--- config.mk ---
export PLATFORM = sky130hd
export DESIGN_NAME = bitlet_buffer_loader
export DESIGN_NICKNAME = d
export VERILOG_FILES = /design/src/rtl/bitlet_buffer_loader.sv
export SDC_FILE = /design/constraint.sdc
export NUM_CORES = 1
export LEC_CHECK = 0
export ABC_AREA = 0
export CAP_MARGIN = 20
export CORE_MARGIN = 1.5
export CORE_UTILIZATION = 42
export DETAILED_ROUTE_END_ITERATION = 8
export GPL_ROUTABILITY_DRIVEN = 1
export GPL_TIMING_DRIVEN = 0
export PLACE_DENSITY = 0.88
export SYNTH_ARGS = -nofsm -noshare
export SYNTH_HDL_FRONTEND = slang
export SYNTH_SLANG_ARGS = --single-unit
export TNS_END_PERCENT = 100
--- constraint.sdc ---
create_clock -name clk -period 2.3 [get_ports clk]
set_input_delay 0.575 -clock clk [delete_from_list [all_inputs] [get_ports clk]]
set_output_delay 0.575 -clock clk [all_outputs]
set_load 0.03 [all_outputs]
--- src/rtl/bitlet_buffer_loader.sv ---
// Write-side sequencer for the Bitlet operand buffer array: streams N words into slots 0..N-1,
// then presents the frame until the PE acknowledges. Optional frame counter: BITLET_LOADER_FRAME_CNT_EN.
//
// state | meaning
// FILL  | accepting words, writing slot idx on the cycle after each accept
// DRAIN | last slot write is on the array port; one cycle only
// FULL  | array holds the whole frame, frame_valid=1 until PE handshake or flush
module bitlet_buffer_loader #(
    parameter  int N  = 4,
    parameter  int W  = 16,
    localparam int SW = $clog2(N)
) (
    input  logic          clk,
    input  logic          rst,
    input  logic          in_valid,
    input  logic [W-1:0]  in_data,
    output logic          in_ready,
    input  logic          flush,
    output logic          buf_enw,
    output logic [SW-1:0] buf_sel,
    output logic [W-1:0]  buf_di,
    output logic          frame_valid,
    input  logic          frame_ready,
    output logic [SW:0]   fill_level,
    output logic [15:0]   frame_cnt
);

    localparam logic [1:0] S_FILL  = 2'd0;
    localparam logic [1:0] S_DRAIN = 2'd1;
    localparam logic [1:0] S_FULL  = 2'd2;

    localparam logic [SW-1:0] LAST_IDX = SW'(N - 1);
    localparam logic [SW-1:0] IDX_ONE  = SW'(1);
    localparam logic [SW:0]   LVL_ONE  = (SW + 1)'(1);

    logic [1:0]    state;
    logic [SW-1:0] idx;
    logic          accept;
    logic          handshake;

    assign in_ready  = (state == S_FILL);
    assign accept    = in_valid && in_ready && !flush;
    // A flush in FULL abandons the frame, so it must not count as a handshake.
    assign handshake = frame_valid && frame_ready && !flush;

    always_ff @(posedge clk) begin
        if (rst) begin
            state       <= S_FILL;
            idx         <= '0;
            fill_level  <= '0;
            buf_enw     <= 1'b0;
            buf_sel     <= '0;
            buf_di      <= '0;
            frame_valid <= 1'b0;
        end else begin
            buf_enw <= accept;
            if (accept) begin
                buf_sel <= idx;
                buf_di  <= in_data;
            end
            case (state)
                S_FILL: begin
                    if (flush) begin
                        idx        <= '0;
                        fill_level <= '0;
                    end else if (accept) begin
                        fill_level <= fill_level + LVL_ONE;
                        if (idx == LAST_IDX) begin
                            idx   <= '0;
                            state <= S_DRAIN;
                        end else begin
                            idx <= idx + IDX_ONE;
                        end
                    end
                end
                S_DRAIN: begin
                    if (flush) begin
                        state      <= S_FILL;
                        idx        <= '0;
                        fill_level <= '0;
                    end else begin
                        state       <= S_FULL;
                        frame_valid <= 1'b1;
                    end
                end
                S_FULL: begin
                    if (flush || handshake) begin
                        state       <= S_FILL;
                        idx         <= '0;
                        fill_level  <= '0;
                        frame_valid <= 1'b0;
                    end
                end
                default: begin
                    state       <= S_FILL;
                    idx         <= '0;
                    fill_level  <= '0;
                    frame_valid <= 1'b0;
                end
            endcase
        end
    end

`ifdef BITLET_LOADER_FRAME_CNT_EN
    always_ff @(posedge clk) begin
        if (rst) begin
            frame_cnt <= '0;
        end else if (handshake) begin
            frame_cnt <= frame_cnt + 16'd1;
        end
    end
`else
    assign frame_cnt = '0;
`endif

endmodule

# --- Word level (Yosys, flattened, before mapping) ---
# Index checks and enable logic that the tools add are counted.
classes:
  n_eq_ne: 10
  n_mux: 19
  n_reduce_logical: 10
  bitwise: 1
  addsub: 2
ops:
  columns: ["cell", "count"]
  rows:
  - ["two-way mux 2 bit", 9]
  - ["two-way mux 3 bit", 4]
  - ["case mux 2 bit (3 select lines)", 2]
  - ["case mux 3 bit (3 select lines)", 1]
  - ["!= test 2 bit (second input constant)", 4]
  - ["AND reduction 3 bit", 2]
  - ["== test 2 bit (second input constant)", 2]
  - ["logical AND 1 bit", 4]
  - ["!= test 2 x 1 -> 1 bit (second input constant)", 2]
  - ["AND reduction 4 bit", 1]
  - ["adder 3 x 1 -> 3 bit (second input constant)", 1]
  - ["!= test 3 x 1 -> 1 bit (second input constant)", 1]
  - ["case mux 1 bit (3 select lines)", 1]
  - ["adder 2 x 1 -> 2 bit (second input constant)", 1]
  - ["== test 2 x 1 -> 1 bit (second input constant)", 1]
  - ["logical NOT 2 bit", 1]
  - ["two-way mux 1 bit", 2]
  - ["logical NOT 1 bit", 1]
  - ["logical OR 1 bit", 1]
  - ["NOT 1 bit", 1]
totals:
  word_cells: 49
  register_bits: 27
  out_inout_bits: 40

# --- Longest topological paths before layout ---
# Gate-level depths: netlist of the first run.
depth:
  ltp_word: 6
  ltp_mapped: 5
  mapped_depth_nobuf: 4

# --- Worst setup path before layout of the first run ---
# OpenSTA, ideal clock, no wires.
synth_timing:
  path_kind: "in2reg"
  startpoint: "input port flush"
  endpoint: "register idx[0]"
  n_path_buf: 1
  path_stages: 4
  arrival_ns: 1.659
  t_required_ns: 2.199
  path_slack_ns: 0.540
  setup_ns: 0.101
  path_cell_list: "buf_2 -> or4b_4 -> or4_1 -> o41ai_1"
synth_between:
  elab_chain_cells: 5
  elab_cells_between_ends: 10
  classes_between: "eq/ne: 3; mux: 2; reduce/logical: 5"
synth_rtl:
  columns: ["element", "line", "source"]
  rows:
  - ["start: declaration", "18", "input logic flush,"]
  - ["logical NOT 1 bit", "42, 44", null]
  - ["logical AND 1 bit", "44", "assign handshake = frame_valid && frame_ready && !flush;"]
  - ["logical OR 1 bit", "87", "if (flush || handshake) begin"]
  - ["!= test 2 bit (no source line)", null, null]
  - ["AND reduction 3 bit (no source line)", null, null]
  - ["end signal: assignment", "72", "idx <= idx + IDX_ONE;"]
  - ["end: declaration", "37", "logic [SW-1:0] idx;"]
# Parallel ways exist; a longest one is shown, timed or not.
# A chain may end at the register's enable or synchronous reset.

# --- Worst setup path after layout of the first run ---
layout_timing:
  startpoint: "register state[0]"
  endpoint: "output port in_ready"
layout_between:
  elab_chain_cells: 1
layout_rtl:
  columns: ["element", "line", "source"]
  rows:
  - ["start: declaration", "36", "logic [1:0] state;"]
  - ["start signal: assignment", "48", "state <= S_FILL;"]
  - ["start signal: assignment", "70", "state <= S_DRAIN;"]
  - ["start signal: assignment", "78", "state <= S_FILL;"]
  - ["logical NOT 2 bit", "41", "assign in_ready = (state == S_FILL);"]
  - ["end: declaration", "17", "output logic in_ready,"]
# No other way between the ends.

==> impl_metrics.csv, run 1 <==
group,metric,value,unit
outcome,run_status,"complete, no violations",
timing,fin_crit,2.03,ns
critical_path,crit_family,"buffers and inverters",
route,wl,2.32,mm
die,ios,61,
synthesis,ys_seq_area_share,45.6,%
route,drt_iter0_drc,43,
clock_network,htree_levels,1,
synthesis,syn_area,1180,um^2
timing,drv_slew,0,
die,coreArea,2710,um^2
clock_network,cts-buffers-inserted,3,
die,die_width,56.1,um
power_and_ir_drop,pwr-share-seq,54.9,%
final_layout,antenna_cells,0,
timing,setup_viol,0,
final_layout,utilization,63.8,%
timing,hold_violations,0,
clock_network,clk_path_buf_depth,2,
power_and_ir_drop,comb_power_share,22.2,%
final_layout,drive_gt1_share,15.1,%
timing,fin_crit_sh,88.1,%
critical_path,cp-endpoint,"in_ready",
critical_path,start_kind,"flip-flop",
route,drt_pass1_iterations,3,
final_layout,fill_cells,253,
final_layout,area_growth,45.9,%
die,die_area,3150,um^2
clock_network,cts_tree,"built",
route,drc,0,
clock_network,hold_buffers,0,
timing,fmax,0.494,GHz
timing,whs,0.461,ns
timing,rsz0062_at_grt,"no",
critical_path,rrSetupSlack,0.74,ns
grt,antenna_found_initial,0,
critical_path,crit_path_end_kind,"output pin",
clock_network,post_cts_resized,1,
power_and_ir_drop,power.density,519,nW/um^2
critical_path,r2r-end,"buf_di[2]",
timing,maxSlewHeadroom,64.3,%
route,dr_total_vias,1050,
critical_path,crit_cells,3,
power_and_ir_drop,p_leak,0.701,nW
die,core.rowCount,19,
final_layout,layout.cells.non_filler,230,
placed_design,post-dp-hpwl,1.76,mm
critical_path,cpMaxStageDelayCell,"dlygate4sd2_1",
clock_network,cts_sinks,27,
flow_run,drv_cap,0,
timing,tightest_slew,0.533,ns
critical_path,crit_type,"reg -> out",
timing,fin_tns_setup,0,ns
route,ant_nets,0,
final_layout,fin_nets,223,
power_and_ir_drop,ir_worst_vdd,0.000447,V
route,vias_per_cell,4.57,
clock_network,path_clk_slew,0.14,ns
clock_network,clockRootBuffer,"clkbuf_4",
synthesis,syn_avg_cell_area,8.59,um^2
die,initial_core_util,43.7,%
synthesis,yosys_warnings,0,
critical_path,crit_buf_inv,2,
critical_path,cp.required,1.73,ns
worst_hold_path,hold_class,"reg -> reg",
placed_design,port_buffers,42,
critical_path,worstPathCellList,"buf_6 > nor2_1 > dlygate4sd2_1",
power_and_ir_drop,clkPwrFrac,22.9,%
clock_network,clkLatencyLatePin,0.32,ns
placed_design,gp_congestion,0.724,
grt,grt_max_degree,17,
grt,grt_pass1_wl,3.91,mm
die,die_y,56.1,um
route,wire_per_inst,10.1,um
synthesis,synthDistinctLibCells,28,
synthesis,netlist_instances,138,
grt,grtUsageTotal,15.1,%
synthesis,ys_ff_latch,27,
critical_path,startpoint,"state[0]",
clock_network,postCtsSetupBuffers,0,
critical_path,worstPathMaxFanout,9,
grt,grt_overflow,0,
power_and_ir_drop,power_switching,0.000258,W
critical_path,cp.arrival,1.45,ns
final_layout,most-common-layout-cells,"clkdlybuf4s50_1 (41), nand2_1 (38), dfxtp_1 (27)",
final_layout,final_common_cell,"clkdlybuf4s50_1",
power_and_ir_drop,internal_power,0.000638,W
timing,fin_skew,0.0115,ns
critical_path,worstRegToRegCells,5,
critical_path,rr_startpoint,"state[0]",
power_and_ir_drop,p_sw_share,28.8,%
grt,grt_pass1_vias,929,
critical_path,cp_slowest_stage_delay,0.44,ns
placed_design,dp_cells,226,
## worst register-to-register path, stage by stage (launching register included)
cell and delay [ns]:
dfxtp_1 0.33, buf_6 0.13, nor4b_4 0.53, buf_2 0.31, nand2_1 0.07, a21oi_1 0.12
## power by group through the flow
stage               clock (W)  combinational [W]  sequential [W]
floorplan                   0          0.0000978        0.000532
global placement            0           0.000198        0.000502
detailed placement          0           0.000199        0.000503
CTS                  0.000215           0.000200        0.000493
global route         0.000235           0.000214        0.000495
finish               0.000205           0.000199        0.000493
## kinds of logic after synthesis
| logic type | share of synthesized area [%] |
|---|---|
| AOI/OAI and AO/OA | 11.8 |
| adders and majority gates | 2.11 |
| buffers and inverters | 14.4 |
| DFF | 45.6 |
| muxes | 3.38 |
| other | 0.316 |
| and+or+nand+nor | 22.4 |
## metrics by stage
step | worst slack, ns | cell area, um^2 | power (W)
after detailed placement | 0.0889 | 1700 | 0.000702
after floorplan | 0.540 | 1240 | 0.000630
final | 0.274 | 1730 | 0.000897
after global routing | 0.186 | 1730 | 0.000944
after CTS | 0.245 | 1730 | 0.000908
after global placement | 0.132 | 1700 | 0.000700
## Yosys cell counts
cell type / n / area, um^2
buf_2: 4 / 20.0
nand4bb_1: 1 / 11.3
inv_1: 2 / 7.51
nor2b_1: 1 / 6.26
or4b_2: 1 / 10.0
nor3_1: 1 / 5.00
buf_4: 16 / 120
o41ai_1: 2 / 17.5
ha_1: 2 / 25.0
nor2_2: 1 / 6.26
or4_1: 1 / 7.51
clkbuf_1: 3 / 11.3
o2111ai_1: 1 / 8.76
o21ai_0: 1 / 5.00
nand3_1: 2 / 10.0
mux2i_1: 4 / 40.0
nand2_1: 38 / 143
o32ai_1: 1 / 8.76
and3_1: 1 / 6.26
buf_6: 1 / 11.3
nand2b_1: 1 / 6.26
or4b_4: 1 / 13.8
nor2_1: 2 / 7.51
nor4b_4: 1 / 23.8
or3b_2: 1 / 8.76
dfxtp_1: 27 / 541
a21oi_1: 20 / 100
conb_1: 1 / 3.75
## registers in the layout (all words and copies together) (netlist names)
| register | cells |
|---|---|
| buf_sel | 2 |
| frame_valid | 1 |
| state | 2 |
| buf_enw | 1 |
| fill_level | 3 |
| buf_di | 16 |
| idx | 2 |
## how the worst min path moves through the flow
stage	cells past startpoint	startpoint	end	slack, ns
after floorplan	2	idx[1]	buf_sel[1]	0.45
after global placement	2	buf_di[14]	buf_di[14]	0.44
after detailed placement	2	buf_sel[0]	buf_sel[0]	0.45
after CTS	2	buf_di[12]	buf_di[12]	0.47
after global routing	2	buf_di[11]	buf_di[11]	0.49
final	2	buf_di[14]	buf_di[14]	0.46
## metal layers
layer  global-route usage [%]  vias to the layer above  share of wire (%)
li1                         -                      549                  -
met1                     19.3                      468                 45
met2                     26.1                       33                 48
met3                     3.49                        0                6.5
met4                     3.06                        0                  0
met5                        0                        -                  0
## area by class of cell
type                            instances  area, um^2  area share [%]
Tap cell                               31        38.8            2.24
Timing Repair Buffer                   42         419            24.2
Sequential cell                        27         541            31.3
Clock buffer                            3        22.5            1.30
Buffer                                 24         163            9.41
Inverter                                2        7.51           0.434
Clock inverter                          1        7.51           0.434
Multi-Input combinational cell        100         531            30.7
(Power assumes the default switching activity.)
==> run 2: changes to the inputs <==
--- a/config.mk
+++ b/config.mk
@@ -5,14 +5,14 @@
 export SDC_FILE = /design/constraint.sdc
 export NUM_CORES = 1
 export LEC_CHECK = 0
-export ABC_AREA = 0
+export ABC_AREA = 1
 export CAP_MARGIN = 20
 export CORE_MARGIN = 1.5
-export CORE_UTILIZATION = 42
+export CORE_UTILIZATION = 43
 export DETAILED_ROUTE_END_ITERATION = 8
 export GPL_ROUTABILITY_DRIVEN = 1
 export GPL_TIMING_DRIVEN = 0
-export PLACE_DENSITY = 0.88
+export PLACE_DENSITY = 0.89
 export SYNTH_ARGS = -nofsm -noshare
 export SYNTH_HDL_FRONTEND = slang
 export SYNTH_SLANG_ARGS = --single-unit
==> run 2 against run 1 <==
Against the previous run: maximum frequency decreased by 6.9%; clock power rose by 5%; clock skew up 0.00095 ns; critical path depth shrank 1; critical endpoint unchanged; highest routed layer is now met4.
==> impl_metrics.csv, run 2 <==
group,metric,value,unit
outcome,run_status,"complete, no violations",
clock_network,path_clk_slew,0.16,ns
critical_path,start_kind,"flip-flop",
final_layout,largest_reg_flops,16,
route,vias_per_cell,4.68,
worst_hold_path,min_path_cells,2,
route,wire_per_inst,10.6,um
critical_path,cp_slowest_stage_delay,0.70,ns
route,drt_pass1_iterations,4,
die,die_y,56.7,um
final_layout,fin_nets,244,
critical_path,crit_type,"reg -> out",
critical_path,rrSetupSlack,1.08,ns
grt,grt_max_degree,17,
timing,rsz0062_at_grt,"no",
timing,fin_crit,2.18,ns
timing,fin_tns_setup,0,ns
timing,fmax,0.460,GHz
power_and_ir_drop,comb_power_share,24.6,%
power_and_ir_drop,p_sw_share,30.6,%
die,die_width,56.7,um
die,die_area,3220,um^2
grt,grt_pass1_vias,1016,
route,drt_iter0_drc,14,
synthesis,synth_edf_count,0,
clock_network,hold_buffers,0,
critical_path,crit_buf_inv,1,
power_and_ir_drop,clkPwrFrac,22.7,%
clock_network,clk_path_buf_depth,2,
final_layout,layout.cells.non_filler,251,
final_layout,largest_register,"buf_di",
power_and_ir_drop,internal_power,0.000657,W
critical_path,worstRegToRegCells,7,
synthesis,syn_avg_cell_area,7.86,um^2
critical_path,worstPathCellList,"nor2_4 > clkdlybuf4s50_1",
critical_path,cp.required,1.73,ns
synthesis,yosysMostFrequentCell,"nand2_1",
placed_design,port_buffers,43,
clock_network,cts-buffers-inserted,3,
synthesis,yosys_warnings,0,
final_layout,area_growth,44.8,%
synthesis,postSynth.asyncResetShare,0,%
power_and_ir_drop,pwr-share-seq,52.7,%
clock_network,postCtsSetupBuffers,0,
power_and_ir_drop,p_leak,0.763,nW
critical_path,worstPathMaxFanout,5,
placed_design,dp_cells,247,
clock_network,clkLatencyLatePin,0.34,ns
grt,grt_pass1_wl,4.15,mm
synthesis,syn_area,1240,um^2
final_layout,fill_cells,257,
die,core.rowCount,19,
route,dr_total_vias,1175,
synthesis,synthFlopType,"dfxtp_1",
route,drc,0,
final_layout,final_common_cell,"clkdlybuf4s50_1",
timing,fin_skew,0.0124,ns
power_and_ir_drop,ir_worst_vdd,0.000463,V
final_layout,most-common-layout-cells,"clkdlybuf4s50_1 (43), nand2_1 (33), dfxtp_1 (27)",
power_and_ir_drop,power_switching,0.000290,W
critical_path,cpMaxStageDelayCell,"clkdlybuf4s50_1",
placed_design,gp_congestion,0.707,
power_and_ir_drop,power.density,527,nW/um^2
clock_network,cts_sinks,27,
critical_path,crit_family,"buffers and inverters",
timing,drv_slew,0,
final_layout,antenna_cells,0,
grt,grtUsageTotal,16.1,%
critical_path,cp.arrival,1.60,ns
route,ant_nets,0,
die,ios,61,
critical_path,crit_path_end_kind,"output pin",
synthesis,netlist_instances,158,
flow_run,drv_cap,0,
clock_network,cts_tree,"built",
timing,setup_viol,0,
synthesis,synthDistinctLibCells,22,
timing,fin_crit_sh,94.6,%
final_layout,top_regs,"buf_di (16), fill_level (3)",
final_layout,drive_gt1_share,15.9,%
synthesis,post-synth-top-area-cell,"dfxtp_1",
clock_network,htree_levels,1,
synthesis,synth_top_area_share,43.5,%
synthesis,ys_seq_area_share,43.5,%
clock_network,post_cts_resized,0,
die,coreArea,2760,um^2
clock_network,clockRootBuffer,"clkbuf_4",
grt,antenna_found_initial,0,
critical_path,crit_cells,2,
timing,hold_violations,0,
route,wl,2.66,mm
worst_hold_path,hold_class,"reg -> reg",
synthesis,yosys-top-cells-count,"nand2_1 (33), dfxtp_1 (27), a21oi_1 (26)",
grt,grt_overflow,0,
placed_design,post-dp-hpwl,2.02,mm
die,initial_core_util,45.0,%
synthesis,synth_area_leaders,"dfxtp_1 (44%), a21oi_1 (10%), buf_4 (10%)",
synthesis,ys_ff_latch,27,
==> run 2: cell types whose count changed after synthesis, moves of 2 or more <==
cell,before,now
nand3_1,2,21
a21oi_1,20,26
nor2_1,2,8
nand2_1,38,33
mux2i_1,4,0
inv_1,2,5
buf_6,1,3
o41ai_1,2,0
==> run 2: layout make-up <==
cell class                 count  area (um^2)  share of cell area, %
buffer                        25          184                   10.2
clock buffer                   3         22.5                   1.25
clock inverter                 1         7.51                  0.418
inverter                       7         28.8                   1.60
multi-input combinational    114          544                   30.3
sequential                    27          541                   30.1
tap                           31         38.8                   2.16
timing repair buffer          43          430                   24.0
==> run 2: logic make-up (layout without fill, tap and decap cells) <==
family	Yosys count	in the layout	synth area share (%)
simple gates	70	70	26.5
buf+inv	32	79	17.1
flops	27	27	43.5
compound gates	26	26	10.5
fa+ha+maj	2	2	2.02
other cells	1	16	0.302
==> run 2: tightest hold or removal path, delay by kind of cell (launching register included) <==
| kind | cells | cell delay (ns) |
|---|---|---|
| flops | 1 | 0.34 |
| compound gates | 1 | 0.05 |
| simple gates | 1 | 0.06 |
==> run 2: final timing paths <==
kind / startpoint / endpoint
max: state[0] / in_ready
min: buf_di[2] / buf_di[2]
min reg2reg: buf_di[2] / buf_di[2]
max reg2reg: state[0] / buf_di[5]
==> run 2: metrics by stage <==
step | hold slack [ns] | setup slack (ns) | util [%] | area [um^2] | total power, W
final | 0.470 | 0.124 | 65.2 | 1800 | 0.000947
after detailed placement | 0.453 | 0.416 | 64.1 | 1770 | 0.000742
after global routing | 0.488 | 0.0764 | 65.2 | 1800 | 0.000990
after global placement | 0.446 | 0.404 | 64.1 | 1770 | 0.000739
after CTS | 0.473 | 0.132 | 65.2 | 1800 | 0.000950
after floorplan | 0.477 | 1.03 | - | 1300 | 0.000660
==> run 2: power by group through the flow <==
stage	Clock [W]	Combinational (W)	Sequential [W]
final	0.000215	0.000233	0.000499
after global placement	0	0.000230	0.000509
after CTS	0.000216	0.000234	0.000499
after detailed placement	0	0.000233	0.000509
after global routing	0.000239	0.000249	0.000502
after floorplan	0	0.000119	0.000541
==> run 2: layer usage <==
layer	GRT usage [%]	vias up	part of all wire (%)
met5	0	-	0
met4	5.44	0	1.4
met3	4.61	5	8.1
met2	27.1	42	48
met1	19.7	525	42
li1	-	603	-
==> run 3: changes to the inputs <==
--- a/config.mk
+++ b/config.mk
@@ -12,7 +12,9 @@
 export DETAILED_ROUTE_END_ITERATION = 8
 export GPL_ROUTABILITY_DRIVEN = 1
 export GPL_TIMING_DRIVEN = 0
-export PLACE_DENSITY = 0.89
+export PLACE_DENSITY = 0.85
+export SKIP_LAST_GASP = 1
+export SLEW_MARGIN = 20
 export SYNTH_ARGS = -nofsm -noshare
 export SYNTH_HDL_FRONTEND = slang
 export SYNTH_SLANG_ARGS = --single-unit
==> run 3 against run 2 <==
Against the previous run: first-iteration DRC count rose by 29%; setup slack improved by 0.042 ns; clock power fell by 7%; power fell by 1.9%; via count fell by 3.1%; cell count did not move; register-to-register slack improved by 0.05 ns; critical endpoint unchanged; sequential share of layout area barely moved; clock-buffer cell count did not move; core utilization fell by 0.091 points.
==> impl_metrics.csv, run 3 (synthesis results as in run 2) <==
group,metric,value,unit
flow_run,drv_cap,0,
die,initial_core_util,45.0,%
die,coreArea,2760,um^2
final_layout,antenna_cells,0,
final_layout,final_common_cell,"clkdlybuf4s50_1",
route,drt_pass1_iterations,4,
clock_network,post_cts_resized,0,
critical_path,worstPathCellList,"nor2_4 > clkdlybuf4s50_1",
clock_network,path_clk_slew,0.13,ns
clock_network,clockRootBuffer,"clkbuf_4",
route,ant_nets,0,
power_and_ir_drop,pwr-share-seq,53.6,%
route,drt_iter0_drc,18,
timing,rsz0062_at_grt,"no",
grt,grt_overflow,0,
placed_design,gp_congestion,0.723,
timing,hold_violations,0,
die,core.rowCount,19,
critical_path,crit_buf_inv,1,
final_layout,fill_cells,249,
outcome,run_status,"complete, no violations",
critical_path,rrSetupSlack,1.13,ns
critical_path,crit_path_end_kind,"output pin",
die,die_area,3220,um^2
timing,setup_viol,0,
grt,grt_max_degree,16,
power_and_ir_drop,ir_worst_vdd,0.000464,V
timing,fin_tns_setup,0,ns
die,ios,61,
critical_path,crit_family,"buffers and inverters",
worst_hold_path,hold_class,"reg -> reg",
power_and_ir_drop,power_switching,0.000274,W
clock_network,clkLatencyLatePin,0.32,ns
critical_path,cp_slowest_stage_delay,0.69,ns
placed_design,placed_area,1770,um^2
route,wire_per_inst,9.78,um
power_and_ir_drop,internal_power,0.000655,W
die,die_width,56.7,um
clock_network,postCtsSetupBuffers,0,
final_layout,area_growth,44.6,%
grt,grtUsageTotal,16.0,%
route,dr_total_vias,1138,
placed_design,port_buffers,43,
clock_network,cts_tree,"built",
grt,grt_pass1_wl,4.11,mm
power_and_ir_drop,power.density,518,nW/um^2
critical_path,cp.arrival,1.56,ns
critical_path,worstPathMaxFanout,5,
clock_network,htree_levels,1,
die,die_y,56.7,um
critical_path,cp.required,1.73,ns
timing,fin_crit_sh,92.8,%
timing,fin_crit,2.13,ns
final_layout,largest_reg_flops,16,
route,vias_per_cell,4.53,
critical_path,cpMaxStageDelayCell,"clkdlybuf4s50_1",
placed_design,post-dp-hpwl,1.86,mm
power_and_ir_drop,p_sw_share,29.5,%
final_layout,largest_register,"buf_di",
critical_path,crit_cells,2,
route,wl,2.45,mm
timing,whs,0.469,ns
final_layout,most-common-layout-cells,"clkdlybuf4s50_1 (43), nand2_1 (33), dfxtp_1 (27)",
final_layout,utilization,65.1,%
clock_network,cts-buffers-inserted,3,
critical_path,crit_type,"reg -> out",
grt,grt_pass1_vias,983,
final_layout,top_regs,"buf_di (16), fill_level (3)",
critical_path,r2r-end,"buf_di[14]",
timing,drv_slew,0,
power_and_ir_drop,p_leak,0.767,nW
power_and_ir_drop,comb_power_share,24.9,%
route,drc,0,
clock_network,hold_buffers,0,
critical_path,worstRegToRegCells,7,
clock_network,cts_sinks,27,
timing,fin_skew,0.00540,ns
critical_path,startpoint,"state[0]",
clock_network,clk_path_buf_depth,2,
timing,fmax,0.469,GHz
critical_path,cp-endpoint,"in_ready",
final_layout,fin_nets,244,
critical_path,start_kind,"flip-flop",
critical_path,rr_startpoint,"state[0]",
final_layout,drive_gt1_share,15.9,%
final_layout,final_area,1790,um^2
grt,antenna_found_initial,0,
power_and_ir_drop,clkPwrFrac,21.5,%
==> run 3: worst register-to-register path, stage by stage, from the launching register on <==
cell     delay, ns
dfxtp_1       0.37
nor2_4        0.18
nand2_4       0.09
inv_4         0.08
nand2_2       0.05
buf_4         0.17
nand2_1       0.06
a21oi_1       0.06
==> run 3: final cells by class <==
| class | count | area, um^2 | share of cell area (%) |
|---|---|---|---|
| sequential | 27 | 541 | 30.1 |
| clock buffer | 3 | 22.5 | 1.26 |
| multi-input combinational | 114 | 544 | 30.3 |
| buffer | 25 | 184 | 10.3 |
| inverter | 7 | 28.8 | 1.60 |
| tap | 31 | 38.8 | 2.16 |
| clock inverter | 1 | 5.00 | 0.279 |
| timing repair buffer | 43 | 430 | 24.0 |
==> run 3: stage by stage <==
step | std cells | total power (W) | setup slack [ns]
detailed placement | 247 | 0.000741 | 0.394
CTS | 251 | 0.000938 | 0.146
floorplan | 173 | 0.000660 | 1.03
global route | 251 | 0.000977 | 0.101
global placement | 247 | 0.000740 | 0.389
finish | 251 | 0.000930 | 0.166
==> run 3: per-layer routing <==
layer	up-vias	part of all wire (%)	track usage (%)
li1	606	-	-
met1	493	44	19.7
met2	35	48	25.9
met3	4	7.5	5.53
met4	0	0.94	5.10
met5	-	0	0
==> run 3: how the worst min path moves through the flow <==
stage,startpoint,cells past startpoint,endpoint
finish,buf_di[2],2,buf_di[2]
floorplan,idx[0],2,idx[0]
global placement,buf_di[3],2,buf_di[3]
detailed placement,buf_di[8],2,buf_di[8]
CTS,buf_di[8],2,buf_di[8]
global route,buf_di[7],2,buf_di[7]
==> run 3: power groups by stage <==
stage / clock [W] / combinational [W] / sequential, W
4_1_cts: 0.000207 / 0.000233 / 0.000499
6_report: 0.000199 / 0.000232 / 0.000498
3_5_place_dp: 0 / 0.000232 / 0.000508
3_3_place_gp: 0 / 0.000231 / 0.000508
2_1_floorplan: 0 / 0.000119 / 0.000541
5_1_grt: 0.000226 / 0.000250 / 0.000502
